[src/rtl/avfs_apb_initiator.sv]
// Single-beat command to APB bridge for the AVFS register block, with optional
// write readback check and periodic polling of address 0 into a status mirror.
module avfs_apb_initiator #(
  parameter int POLL_PERIOD = 1024,
  parameter int VERIFY      = 1
) (
  input  logic        clk,
  input  logic        rst_n,
  input  logic        cmd_valid,
  output logic        cmd_ready,
  input  logic        cmd_write,
  input  logic [7:0]  cmd_addr,
  input  logic [31:0] cmd_wdata,
  output logic        rsp_valid,
  output logic [31:0] rsp_rdata,
  output logic        rsp_error,
  input  logic        poll_en,
  output logic [3:0]  status_freq,
  output logic        status_ovr,
  output logic        apb_sel,
  output logic        apb_we,
  output logic [7:0]  apb_addr,
  output logic [31:0] apb_wdata,
  input  logic [31:0] apb_rdata
);

  typedef enum logic [2:0] {
    S_IDLE, S_WRITE, S_VERIFY, S_READ, S_POLL, S_RESP
  } state_t;

  localparam logic [15:0] CNT_LAST = 16'(POLL_PERIOD - 1);

  state_t      state_q, state_d;
  logic [7:0]  addr_q, addr_d;
  logic [31:0] wdata_q, wdata_d;
  logic [31:0] rsp_rdata_q, rsp_rdata_d;
  logic        rsp_error_q, rsp_error_d;
  logic [3:0]  freq_q, freq_d;
  logic        ovr_q, ovr_d;
  logic [15:0] cnt_q, cnt_d;
  logic        pend_q, pend_d;
  logic        poll_take;

  assign poll_take = (state_q == S_IDLE) && pend_q;

  // A wrap in the same cycle the pending request is consumed re-arms it.
  always_comb begin
    cnt_d  = cnt_q;
    pend_d = pend_q;
    if (!poll_en) begin
      cnt_d  = '0;
      pend_d = 1'b0;
    end else begin
      if (poll_take) pend_d = 1'b0;
      if (cnt_q == CNT_LAST) begin
        cnt_d  = '0;
        pend_d = 1'b1;
      end else begin
        cnt_d = cnt_q + 16'd1;
      end
    end
  end

  always_comb begin
    state_d     = state_q;
    addr_d      = addr_q;
    wdata_d     = wdata_q;
    rsp_rdata_d = rsp_rdata_q;
    rsp_error_d = rsp_error_q;
    freq_d      = freq_q;
    ovr_d       = ovr_q;
    case (state_q)
      S_IDLE: begin
        if (pend_q) begin
          state_d = S_POLL;
        end else if (cmd_valid) begin
          addr_d  = cmd_addr;
          wdata_d = cmd_wdata;
          state_d = cmd_write ? S_WRITE : S_READ;
        end
      end
      S_WRITE: begin
        if (VERIFY == 1 && addr_q == 8'd0) begin
          state_d = S_VERIFY;
        end else begin
          rsp_rdata_d = '0;
          rsp_error_d = 1'b0;
          state_d     = S_RESP;
        end
      end
      S_VERIFY: begin
        rsp_rdata_d = apb_rdata;
        rsp_error_d = (apb_rdata[4:0] != wdata_q[4:0]);
        ovr_d       = apb_rdata[0];
        freq_d      = apb_rdata[4:1];
        state_d     = S_RESP;
      end
      S_READ: begin
        rsp_rdata_d = apb_rdata;
        rsp_error_d = 1'b0;
        if (addr_q == 8'd0) begin
          ovr_d  = apb_rdata[0];
          freq_d = apb_rdata[4:1];
        end
        state_d = S_RESP;
      end
      S_POLL: begin
        ovr_d   = apb_rdata[0];
        freq_d  = apb_rdata[4:1];
        state_d = S_IDLE;
      end
      S_RESP:  state_d = S_IDLE;
      default: state_d = S_IDLE;
    endcase
  end

  always_ff @(posedge clk or negedge rst_n) begin
    if (!rst_n) begin
      state_q     <= S_IDLE;
      addr_q      <= '0;
      wdata_q     <= '0;
      rsp_rdata_q <= '0;
      rsp_error_q <= 1'b0;
      freq_q      <= 4'hF;
      ovr_q       <= 1'b0;
      cnt_q       <= '0;
      pend_q      <= 1'b0;
    end else begin
      state_q     <= state_d;
      addr_q      <= addr_d;
      wdata_q     <= wdata_d;
      rsp_rdata_q <= rsp_rdata_d;
      rsp_error_q <= rsp_error_d;
      freq_q      <= freq_d;
      ovr_q       <= ovr_d;
      cnt_q       <= cnt_d;
      pend_q      <= pend_d;
    end
  end

  // Bus outputs decode registered state only, so reset drops apb_sel at once.
  always_comb begin
    apb_sel   = (state_q == S_WRITE) || (state_q == S_VERIFY) ||
                (state_q == S_READ)  || (state_q == S_POLL);
    apb_we    = (state_q == S_WRITE);
    apb_addr  = ((state_q == S_WRITE) || (state_q == S_READ)) ? addr_q : 8'd0;
    apb_wdata = (state_q == S_WRITE) ? wdata_q : 32'd0;
  end

  assign cmd_ready   = (state_q == S_IDLE) && !pend_q;
  assign rsp_valid   = (state_q == S_RESP);
  assign rsp_rdata   = rsp_rdata_q;
  assign rsp_error   = rsp_error_q;
  assign status_freq = freq_q;
  assign status_ovr  = ovr_q;

endmodule

[config.mk]
export PLATFORM = sky130hd
export DESIGN_NAME = avfs_apb_initiator
export DESIGN_NICKNAME = d
export VERILOG_FILES = /design/src/rtl/avfs_apb_initiator.sv
export SDC_FILE = /design/constraint.sdc
export NUM_CORES = 1
export LEC_CHECK = 0
export CAP_MARGIN = 20
export CORE_MARGIN = 1
export CORE_UTILIZATION = 55
export CTS_BUF_LIST = sky130_fd_sc_hd__clkbuf_16
export DETAILED_ROUTE_END_ITERATION = 10
export DONT_BUFFER_PORTS = 1
export PLACE_DENSITY = 0.77
export SETUP_SLACK_MARGIN = 0.2
export SKIP_CTS_REPAIR_TIMING = 1
export SLEW_MARGIN = 40
export SYNTH_ARGS = -nofsm -noshare
export SYNTH_HDL_FRONTEND = slang
export SYNTH_SLANG_ARGS = --single-unit
export TNS_END_PERCENT = 100
[constraint.sdc]
create_clock -name clk -period 1.6 [get_ports clk]
set_input_delay 0.16 -clock clk [delete_from_list [all_inputs] [get_ports clk]]
set_output_delay 0.16 -clock clk [all_outputs]
set_load 0.01 [all_outputs]
==> impl_metrics.json <==
{
  "status": "finished with violations",
  "violations": "negative hold slack, negative setup slack",
  "synth_cell_type_count": 37,
  "drc": 0,
  "grt_overflow": 0,
  "row_count": 32,
  "r2r-start": "state_q[1]",
  "worstPathMaxFanout": 16,
  "p_leak_nw": 2.92,
  "io_buffers": 0,
  "synth_area_per_cell_sq_um": 13.2,
  "total_power_mw": 11.8,
  "fmax_ghz": 0.551,
  "core_area_sq_mm": 0.00769,
  "root_buffer": "clkbuf_16",
  "antenna_cells": 0,
  "routed_wl_mm": 12.3,
  "place_ws_ns": -0.0841,
  "hold_viol_final": 98,
  "area_growth_pct": 45.6,
  "grt_max_degree": 99,
  "critPathRequiredTime_ns": 1.44,
  "h-tree-depth": 3,
  "dieArea_sq_mm": 0.00826,
  "grtUsageMet3_pct": 5.81,
  "grt_util_all_layers_pct": 20.7,
  "min_period_ns": 1.82,
  "clock-sinks": 98,
  "synth_cells": 329,
  "end_kind": "output port",
  "vias": 3223,
  "fin_hold_ws_ns": -0.498,
  "clk_path_buf_depth": 2,
  "drtPass1Iterations": 4,
  "cts.reportedPaths.clkPinSlew_ns": 0.07,
  "finClkSkew_ns": 0.0128,
  "reg2reg_slack_ns": -0.14,
  "hpwl_mm": 5.97,
  "syn_area_sq_mm": 0.00434,
  "worstSetupPathType": "register to output port",
  "antenna_found_initial": 0,
  "synth_area_leaders": "dfrtp_1 54%, mux2_4 14%, a22o_1 6.5%",
  "r2r_end": "wdata_q[29]",
  "cts-buffers-inserted": 9,
  "cts_tree": "yes",
  "finish.utilization_pct": 82.3,
  "synth_seq_cells": 98,
  "grt_pass1_vias": 2582,
  "synth_common_cells": "94 x dfrtp_1, 40 x and2_1, 40 x mux2_4",
  "dieHeight_um": 90.9,
  "layout.nets": 520,
  "gp_congestion": 0.781,
  "drive_gt1_share_pct": 39.4,
  "dp.cells": 435,
  "grt_use_met1_pct": 28.0,
  "peakVddDrop_mv": 1.34,
  "rsz0062_at_grt": "true",
  "powerDensity_mw_per_mm2": 1860,
  "clk_latency_ns": 0.34,
  "cap_viol_max_count": 0,
  "ant_nets": 0,
  "fp.dieW_um": 90.9,
  "synth_nets": 407,
  "max_slew.worst_pin.slew_ns": 0.345,
  "ff2ff_path_depth": 5,
  "setup_viol": 119,
  "yosys_warnings": 0,
  "synth_edf_count": 0,
  "period_share_pct": 113,
  "final.fill_count": 385,
  "synth_most_common_cell": "dfrtp_1",
  "drv_slew": 0,
  "start_util_pct": 56.5,
  "drt_iter0_drc": 146,
  "critPathArrivalTime_ns": 1.66,
  "viasPerCell": 5.87,
  "yosysTopAreaCell": "dfrtp_1",
  "io_pins": 159,
  "wire_per_inst_um": 22.4,
  "grt_pass1_wl_mm": 13.3,
  "fin_ws_ns": -0.215,
  "ys_seq_area_share_pct": 56.6,
  "ys_async_sr_fraction_pct": 100,
  "start_kind": "register",
  "synth_top_flop_cell": "dfrtp_1",
  "grt.busiest_layer": "met2",
  "hold_path_class": "input port to asynchronous set/reset pin",
  "startpoint": "state_q[0]",
  "fin_cells": 549,
  "gr-usage-met2_pct": 32.3,
  "synth_top_area_share_pct": 54.1,
  "maxSlewHeadroom_pct": 76.8
}
power breakdown:
part	switching (mW)	total [mW]	internal [mW]	leakage, nW
clock network	0.968	2.04	1.07	0.142
logic	2.16	5.30	3.14	1.55
registers	0.974	4.44	3.47	1.24
logic make-up after synthesis:
group | count (synthesis) | share of synthesized area (%)
buffers and inverters | 21 | 2.88
xor gates and xnor gates | 19 | 3.83
AOI/OAI and AO/OA | 45 | 8.64
adders and majority gates | 1 | 0.288
DFF | 98 | 56.6
muxes | 45 | 15.1
and+or+nand+nor | 100 | 12.7
worst max-delay path, stage by stage (launching register included):
cell and delay (ns):
dfrtp_1 0.37, buf_6 0.12, clkinvlp_4 0.12, nor3_4 0.21, buf_12 0.15, clkbuf_16 0.16
and2_1 0.20
registers in the layout (all words and copies together) (netlist names):
name         flops
rsp_error        1
addr_q           8
state_q          3
status_ovr       1
pend_q           1
rsp_rdata       32
wdata_q         32
cnt_q           16
status_freq      4
per-stage QoR:
stage	TNS [ns]	hold WS, ns	instance area, sq um
after detailed placement	-2.73	-0.134	4680
after global routing	-18.42	-0.510	6320
after floorplan	-4.34	-0.136	4450
final	-12.83	-0.498	6320
after CTS	-9.91	-0.497	4950
after global placement	-1.71	-0.134	4680
how the worst max path moves through the flow:
stage | to | slack [ns] | depth (start not counted)
after floorplan | addr_q[0] | -0.11 | 5
after global placement | wdata_q[9] | -0.05 | 5
after detailed placement | wdata_q[9] | -0.08 | 5
after CTS | apb_wdata[30] | -0.20 | 5
after global routing | apb_wdata[5] | -0.27 | 6
final | apb_wdata[5] | -0.22 | 6
layout by cell type (no fill, tap or decap), drive strengths merged, types with 5 or more instances in the layout:
master / count
dfrtp: 94
and2: 40
a22o: 32
clkbuf: 16
nor4: 7
xnor2: 14
dlygate4sd3: 72
xor2: 5
buf: 39
nor2: 25
a21oi: 5
inv: 7
nand2: 7
nand3: 6
mux2: 45
nor3: 5
area by class of cell:
class / count / area [sq um] / area share, %
sequential: 98 / 2460 / 38.9
inverter: 5 / 27.5 / 0.435
tap: 102 / 128 / 2.02
clock buffer: 9 / 225 / 3.56
clock inverter: 7 / 52.6 / 0.831
multi-input combinational: 210 / 2120 / 33.5
timing repair buffer: 118 / 1310 / 20.7
routing by layer:
| metal | wire (um) | vias up |
|---|---|---|
| li1 | - | 1388 |
| met1 | 4830 | 1649 |
| met2 | 6400 | 158 |
| met3 | 754 | 28 |
| met4 | 320 | 0 |
| met5 | 0 | - |
Power figures use the tool's default switching activity.
